## config.mk

```make
export PLATFORM = sky130hd
export DESIGN_NAME = move_sequencer
export DESIGN_NICKNAME = d
export VERILOG_FILES = /design/src/rtl/move_sequencer_pkg.sv /design/src/rtl/move_sequencer_cmd_fifo.sv /design/src/rtl/move_sequencer.sv
export SDC_FILE = /design/constraint.sdc
export NUM_CORES = 1
export LEC_CHECK = 0
export CAP_MARGIN = 20
export CORE_UTILIZATION = 44
export DETAILED_ROUTE_END_ITERATION = 8
export GPL_TIMING_DRIVEN = 1
export PLACE_DENSITY_LB_ADDON = 0.25
export SLEW_MARGIN = 20
export SYNTH_ARGS = -nofsm -noshare
export SYNTH_HDL_FRONTEND = slang
export SYNTH_SLANG_ARGS = --single-unit
```

## constraint.sdc

```tcl
create_clock -name clk -period 5.92 [get_ports clk]
set_input_delay 0.888 -clock clk [delete_from_list [all_inputs] [get_ports clk]]
set_output_delay 0.888 -clock clk [all_outputs]
set_load 0.02 [all_outputs]
```

## src/rtl/move_sequencer_pkg.sv

```systemverilog
// rtl/move_sequencer_pkg.sv - shared opcodes, FSM states, reset phase and step arithmetic
package move_sequencer_pkg;

  typedef enum logic [1:0] {
    OP_FWD  = 2'b00,
    OP_BWD  = 2'b01,
    OP_HOME = 2'b10,
    OP_ZERO = 2'b11
  } op_e;

  typedef enum logic [2:0] {
    ST_IDLE    = 3'd0,
    ST_LAUNCH  = 3'd1,
    ST_WAIT    = 3'd2,
    ST_RELEASE = 3'd3,
    ST_SETTLE  = 3'd4
  } state_e;

  localparam logic [3:0]  RESET_PHASE = 4'b1100;
  localparam logic [11:0] HOME_STEPS  = 12'hFFF;
  localparam int          CMD_W       = 14;

  function automatic logic [11:0] sat_add(input logic [11:0] a, input logic [11:0] b);
    logic [12:0] s;
    s = {1'b0, a} + {1'b0, b};
    return s[12] ? 12'hFFF : s[11:0];
  endfunction

  function automatic logic [11:0] sat_sub(input logic [11:0] a, input logic [11:0] b);
    return (b > a) ? 12'd0 : (a - b);
  endfunction

endpackage

```

## src/rtl/move_sequencer_cmd_fifo.sv

```systemverilog
// rtl/move_sequencer_cmd_fifo.sv - show-ahead command queue; head word visible while not empty
module cmd_fifo #(
  parameter int WIDTH = 14,
  parameter int DEPTH = 4,
  localparam int PW = (DEPTH > 1) ? $clog2(DEPTH) : 1,
  localparam int CW = $clog2(DEPTH + 1)
) (
  input  logic             clk,
  input  logic             rst,
  input  logic             push,
  input  logic [WIDTH-1:0] wdata,
  input  logic             pop,
  output logic [WIDTH-1:0] rdata,
  output logic             full,
  output logic             empty,
  output logic [CW-1:0]    count
);

  logic [WIDTH-1:0] mem [DEPTH];
  logic [PW-1:0]    wr_ptr;
  logic [PW-1:0]    rd_ptr;
  logic             do_push;
  logic             do_pop;

  function automatic logic [PW-1:0] ptr_next(input logic [PW-1:0] p);
    return (p == PW'(DEPTH - 1)) ? '0 : p + PW'(1);
  endfunction

  assign full    = (count == CW'(DEPTH));
  assign empty   = (count == '0);
  assign do_push = push && !full;
  assign do_pop  = pop && !empty;
  assign rdata   = mem[rd_ptr];

  always_ff @(posedge clk) begin
    if (do_push) mem[wr_ptr] <= wdata;
  end

  always_ff @(posedge clk) begin
    if (rst) begin
      wr_ptr <= '0;
      rd_ptr <= '0;
      count  <= '0;
    end else begin
      if (do_push) wr_ptr <= ptr_next(wr_ptr);
      if (do_pop)  rd_ptr <= ptr_next(rd_ptr);
      count <= count + CW'(do_push) - CW'(do_pop);
    end
  end

endmodule

```

## src/rtl/move_sequencer.sv

```systemverilog
// rtl/move_sequencer.sv - queues move commands and sequences one stepper at a time
// with a release cycle and a coil settle period between moves.
module move_sequencer
  import move_sequencer_pkg::*;
#(
  parameter int QDEPTH = 4,
  parameter int SETTLE = 16
) (
  input  logic        clk,
  input  logic        rst,
  input  logic        cmd_valid,
  input  logic [1:0]  cmd_op,
  input  logic [11:0] cmd_steps,
  output logic        cmd_ready,
  output logic        go_fwd,
  output logic        go_bwd,
  output logic [11:0] move_steps,
  output logic [3:0]  old_state,
  input  logic [3:0]  fwd_state,
  input  logic [3:0]  bwd_state,
  input  logic        fwd_done,
  input  logic        bwd_done,
  input  logic        boundary,
  output logic [3:0]  coil_state,
  output logic [11:0] position,
  output logic        pos_valid,
  output logic        hit_boundary,
  output logic        busy
);

  localparam int CW = $clog2(QDEPTH + 1);
  localparam int SW = (SETTLE > 1) ? $clog2(SETTLE) : 1;

  state_e            state, state_nxt;
  op_e               cur_op;
  logic [11:0]       cur_steps;
  logic [SW-1:0]     settle_cnt;
  logic [CMD_W-1:0]  head;
  logic              fifo_full, fifo_empty, pop;
  logic [CW-1:0]     fifo_count;
  logic              sel_done;
  logic [3:0]        sel_state;

  cmd_fifo #(.WIDTH(CMD_W), .DEPTH(QDEPTH)) u_cmd_fifo (
    .clk   (clk),
    .rst   (rst),
    .push  (cmd_valid && !fifo_full),
    .wdata ({cmd_op, cmd_steps}),
    .pop   (pop),
    .rdata (head),
    .full  (fifo_full),
    .empty (fifo_empty),
    .count (fifo_count)
  );

  assign cmd_ready = (fifo_count < CW'(QDEPTH));
  assign busy      = !((state == ST_IDLE) && fifo_empty);
  assign sel_done  = (cur_op == OP_FWD) ? fwd_done  : bwd_done;
  assign sel_state = (cur_op == OP_FWD) ? fwd_state : bwd_state;

  always_ff @(posedge clk) begin
    if (rst) state <= ST_IDLE;
    else     state <= state_nxt;
  end

  // Home always drives toward the end-stop on the backward stepper.
  always_comb begin
    state_nxt = state;
    pop       = 1'b0;
    go_fwd    = 1'b0;
    go_bwd    = 1'b0;
    case (state)
      ST_IDLE: begin
        if (!fifo_empty) begin
          pop       = 1'b1;
          state_nxt = ST_LAUNCH;
        end
      end
      ST_LAUNCH: begin
        if (cur_op == OP_ZERO ||
            (cur_op != OP_HOME && cur_steps == 12'd0)) state_nxt = ST_IDLE;
        else                                         state_nxt = ST_WAIT;
      end
      ST_WAIT: begin
        go_fwd = (cur_op == OP_FWD);
        go_bwd = (cur_op != OP_FWD);
        if (sel_done) state_nxt = ST_RELEASE;
      end
      ST_RELEASE: state_nxt = ST_SETTLE;
      ST_SETTLE: begin
        if (settle_cnt == SW'(SETTLE - 1)) state_nxt = ST_IDLE;
      end
      default: state_nxt = ST_IDLE;
    endcase
  end

  always_ff @(posedge clk) begin
    if (rst) begin
      cur_op       <= OP_FWD;
      cur_steps    <= '0;
      settle_cnt   <= '0;
      move_steps   <= '0;
      old_state    <= RESET_PHASE;
      coil_state   <= RESET_PHASE;
      position     <= '0;
      pos_valid    <= 1'b0;
      hit_boundary <= 1'b0;
    end else begin
      settle_cnt <= (state == ST_SETTLE) ? settle_cnt + SW'(1) : '0;
      case (state)
        ST_IDLE: begin
          if (pop) begin
            cur_op    <= op_e'(head[13:12]);
            cur_steps <= head[11:0];
          end
        end
        ST_LAUNCH: begin
          move_steps   <= (cur_op == OP_HOME) ? HOME_STEPS :
                          (cur_op == OP_ZERO) ? 12'd0 : cur_steps;
          old_state    <= coil_state;
          hit_boundary <= 1'b0;
          if (cur_op == OP_ZERO) begin
            position  <= '0;
            pos_valid <= 1'b1;
          end
        end
        ST_WAIT: begin
          if (sel_done) begin
            coil_state <= sel_state;
            if (cur_op == OP_HOME) begin
              if (boundary) begin
                position     <= '0;
                pos_valid    <= 1'b1;
                hit_boundary <= 1'b1;
              end else begin
                pos_valid    <= 1'b0;
              end
            end else if (boundary) begin
              // Stopped early on the end-stop: the step count no longer tells us where we are.
              hit_boundary <= 1'b1;
              pos_valid    <= 1'b0;
            end else if (cur_op == OP_FWD) begin
              position <= sat_add(position, cur_steps);
            end else begin
              position <= sat_sub(position, cur_steps);
            end
          end
        end
        default: ;
      endcase
    end
  end

endmodule

```

==> flow_summary.ini <==
[outcome]
status = completed

[routing]
route.detailed.drc = 0
avgRoutedWirePerCell_um = 17.6
num_vias = 4558
viasPerCell = 5.60
drt-total-wl_mm = 14.4
antenna_left = 0
dr.pass1.iters = 5
drtIter0Drc = 310

[timing]
holdWs_ps = 461
slew-limit-headroom = 0.331
period_minus_slack_ps = 3120
rsz0062_at_grt = false
fmax_mhz = 321
setup-violations-final = 0
finalCritPeriodShare = 0.527
fin_setup_tns_ps = 0
slew_viol_final = 0
skew_ps = 11.5
worstMarginPinSlew_ps = 1000
hold_viol_final = 0

[layout]
multiInputGateArea_um2 = 2710
drive_gt1_frac = 0.0956
diodes = 0
fin_nets = 688
regArea_um2 = 2920
syn_to_final_growth_pct = 21.9
fillers = 1140

[pwr]
p_leak_nw = 2.66
ir_drop_mv = 0.260
powerDensity_nw_per_um2 = 516

[clock_network]
hold_buffers = 0
cts_inserted_buffers = 17
cts-root-buf = clkbuf_16
htree_levels = 4
worst_skew_pair.late_latency_ps = 410
cts_tree = yes
clock-sinks = 118
ctsLongestPathBuffers = 2
clkTransAtPathRegs_ps = 60
cts_resized = 0
post_cts_buffers = 0

[synth]
syn_nets = 634
syn_avg_cell_area_um2 = 10.4
ys_seq_area_frac = 0.493
async_flop_share = 0
synth.distinct_cells = 68
synth_warnings = 0
synthCells = 571
synth_area_um2 = 5920
synthFlopType = dfxtp_1
synth_edf_count = 56
synth-seq-cells = 118

[critical_path]
startpoint_type = flip-flop
critical_path_arrival_ps = 3380
startpoint = u_cmd_fifo.count[1]
crit_fanout = 18
r2r_start = u_cmd_fifo.count[1]
crit_path_end_kind = flip-flop
criticalPathCategory = reg -> reg
rr_worst_depth = 11
critPathRequiredTime_ps = 6180

[grt]
grt_pass1_wl_mm = 23.4
overflow = 0
grt_pass1_vias = 4632
grt_max_degree = 28
grtUsageTotal = 0.220
antenna_found_initial = 0

[floorplanning]
chipWidth_um = 118
boundaryPins = 66
die_y_um = 118
die_area_um2 = 13900
num_rows = 42
start_util = 0.449
core_area_um2 = 13200

[placement]
dp_hpwl_mm = 10.2
port_buffers = 65
gp_congestion = 0.878

[worst_hold_path]
hold_path_class = reg -> reg
min_from = old_state[1]
hold_depth = 2

[flow_run]
cap_violations = 0
==> layout make-up <==
cell class                 count  share of cell area
inverter                      37              0.0192
sequential                   118               0.405
multi-input combinational    383               0.375
clock buffer                  18              0.0594
timing repair buffer          68              0.0932
tap                          176              0.0305
clock inverter                14              0.0175
==> worst max-delay path: stages (launching register included) <==
cell and delay [ps]:
dfxtp_1 350, or3_1 410, nand2_1 470, inv_1 390
ha_1 370, inv_1 50, ha_1 120, inv_1 50
fa_1 370, xnor2_1 180, xnor2_1 140, nor2_1 50
==> final timing paths <==
kind / slack (ps) / end
hold / removal: 460 / old_state[1]
setup / recovery: 2800 / u_cmd_fifo.count[2]
hold reg to reg: 460 / old_state[1]
setup reg to reg: 2800 / u_cmd_fifo.count[2]
==> stage by stage <==
step	total power [mW]	std cells	area, um^2	setup slack (ps)	utilization
final	3.72	814	7220	2800	0.548
after global routing	3.96	814	7220	2450	0.548
after CTS	3.73	814	7220	2780	0.547
after detailed placement	2.77	782	6670	2710	0.505
after global placement	2.73	782	6660	2620	0.505
after floorplan	2.30	571	5920	3270	-
==> flip-flops by register name, indices dropped and copies added (netlist names) <==
name and cells:
position 12, old_state 4, hit_boundary 1, settle_cnt 4, u_cmd_fifo.mem 56, cur_steps 12
u_cmd_fifo.wr_ptr 2, cur_op 2, move_steps 12, u_cmd_fifo.count 3, coil_state 4, u_cmd_fifo.rd_ptr 2
state 3, pos_valid 1
==> cell families after synthesis <==
family,Yosys count,share of synthesized area
multiplexers,18,0.0610
XOR/XNOR,11,0.0163
flip-flops,118,0.493
adder cells (fa/ha/maj),35,0.0777
AND/OR/NAND/NOR,175,0.138
buffers and inverters,70,0.0509
AO/OA/AOI/OAI,144,0.163
==> synthesized netlist by cell type (10+ instances only) <==
master	number	area share
a21oi_1	50	0.042
ha_1	32	0.068
inv_1	37	0.023
nand3_1	10	0.0084
dfxtp_1	62	0.21
xnor2_1	10	0.015
nand2_1	79	0.050
nor2_1	36	0.023
clkbuf_1	23	0.015
o21ai_0	18	0.015
edfxtp_1	56	0.28
mux4_2	14	0.053
==> per-layer routing <==
layer	vias to the layer above	wire length, um	GRT usage	part of all wire
met5	-	0	0	0
met4	0	370	0.0994	0.026
met3	31	496	0.0514	0.035
met2	127	7400	0.383	0.52
met1	2208	6090	0.257	0.42
li1	2192	-	-	-
==> placed cells by master (no fill, tap or decap), types with 4 or more instances in the layout <==
| cell | Yosys | final |
|---|---|---|
| a32o_1 | 5 | 5 |
| nand2b_1 | 5 | 5 |
| o21ai_0 | 18 | 18 |
| a211oi_1 | 9 | 8 |
| nand3b_1 | 4 | 4 |
| clkinvlp_4 | 0 | 5 |
| edfxtp_1 | 56 | 56 |
| nand3_1 | 10 | 10 |
| and2_1 | 6 | 6 |
| nor2b_1 | 5 | 5 |
| xnor2_1 | 10 | 10 |
| o21a_1 | 4 | 4 |
| ha_1 | 32 | 32 |
| clkbuf_16 | 0 | 17 |
| o211ai_1 | 9 | 9 |
| mux4_2 | 14 | 14 |
| inv_6 | 0 | 4 |
| nor2_1 | 36 | 36 |
| nor3_1 | 6 | 6 |
| nand2_1 | 79 | 79 |
| clkdlybuf4s50_1 | 0 | 65 |
| a21o_1 | 5 | 5 |
| dfxtp_1 | 62 | 61 |
| a221oi_1 | 4 | 4 |
| inv_1 | 37 | 37 |
| a31oi_1 | 5 | 5 |
| a21oi_1 | 50 | 50 |
| or3_1 | 4 | 4 |
==> power by group <==
| part | total (mW) | internal [mW] | switching, mW |
|---|---|---|---|
| clock | 0.951 | 0.578 | 0.372 |
| sequential | 1.22 | 1.01 | 0.207 |
| combinational | 1.56 | 0.650 | 0.906 |
| total | 3.72 | 2.24 | 1.48 |
(Power assumes the default switching activity.)
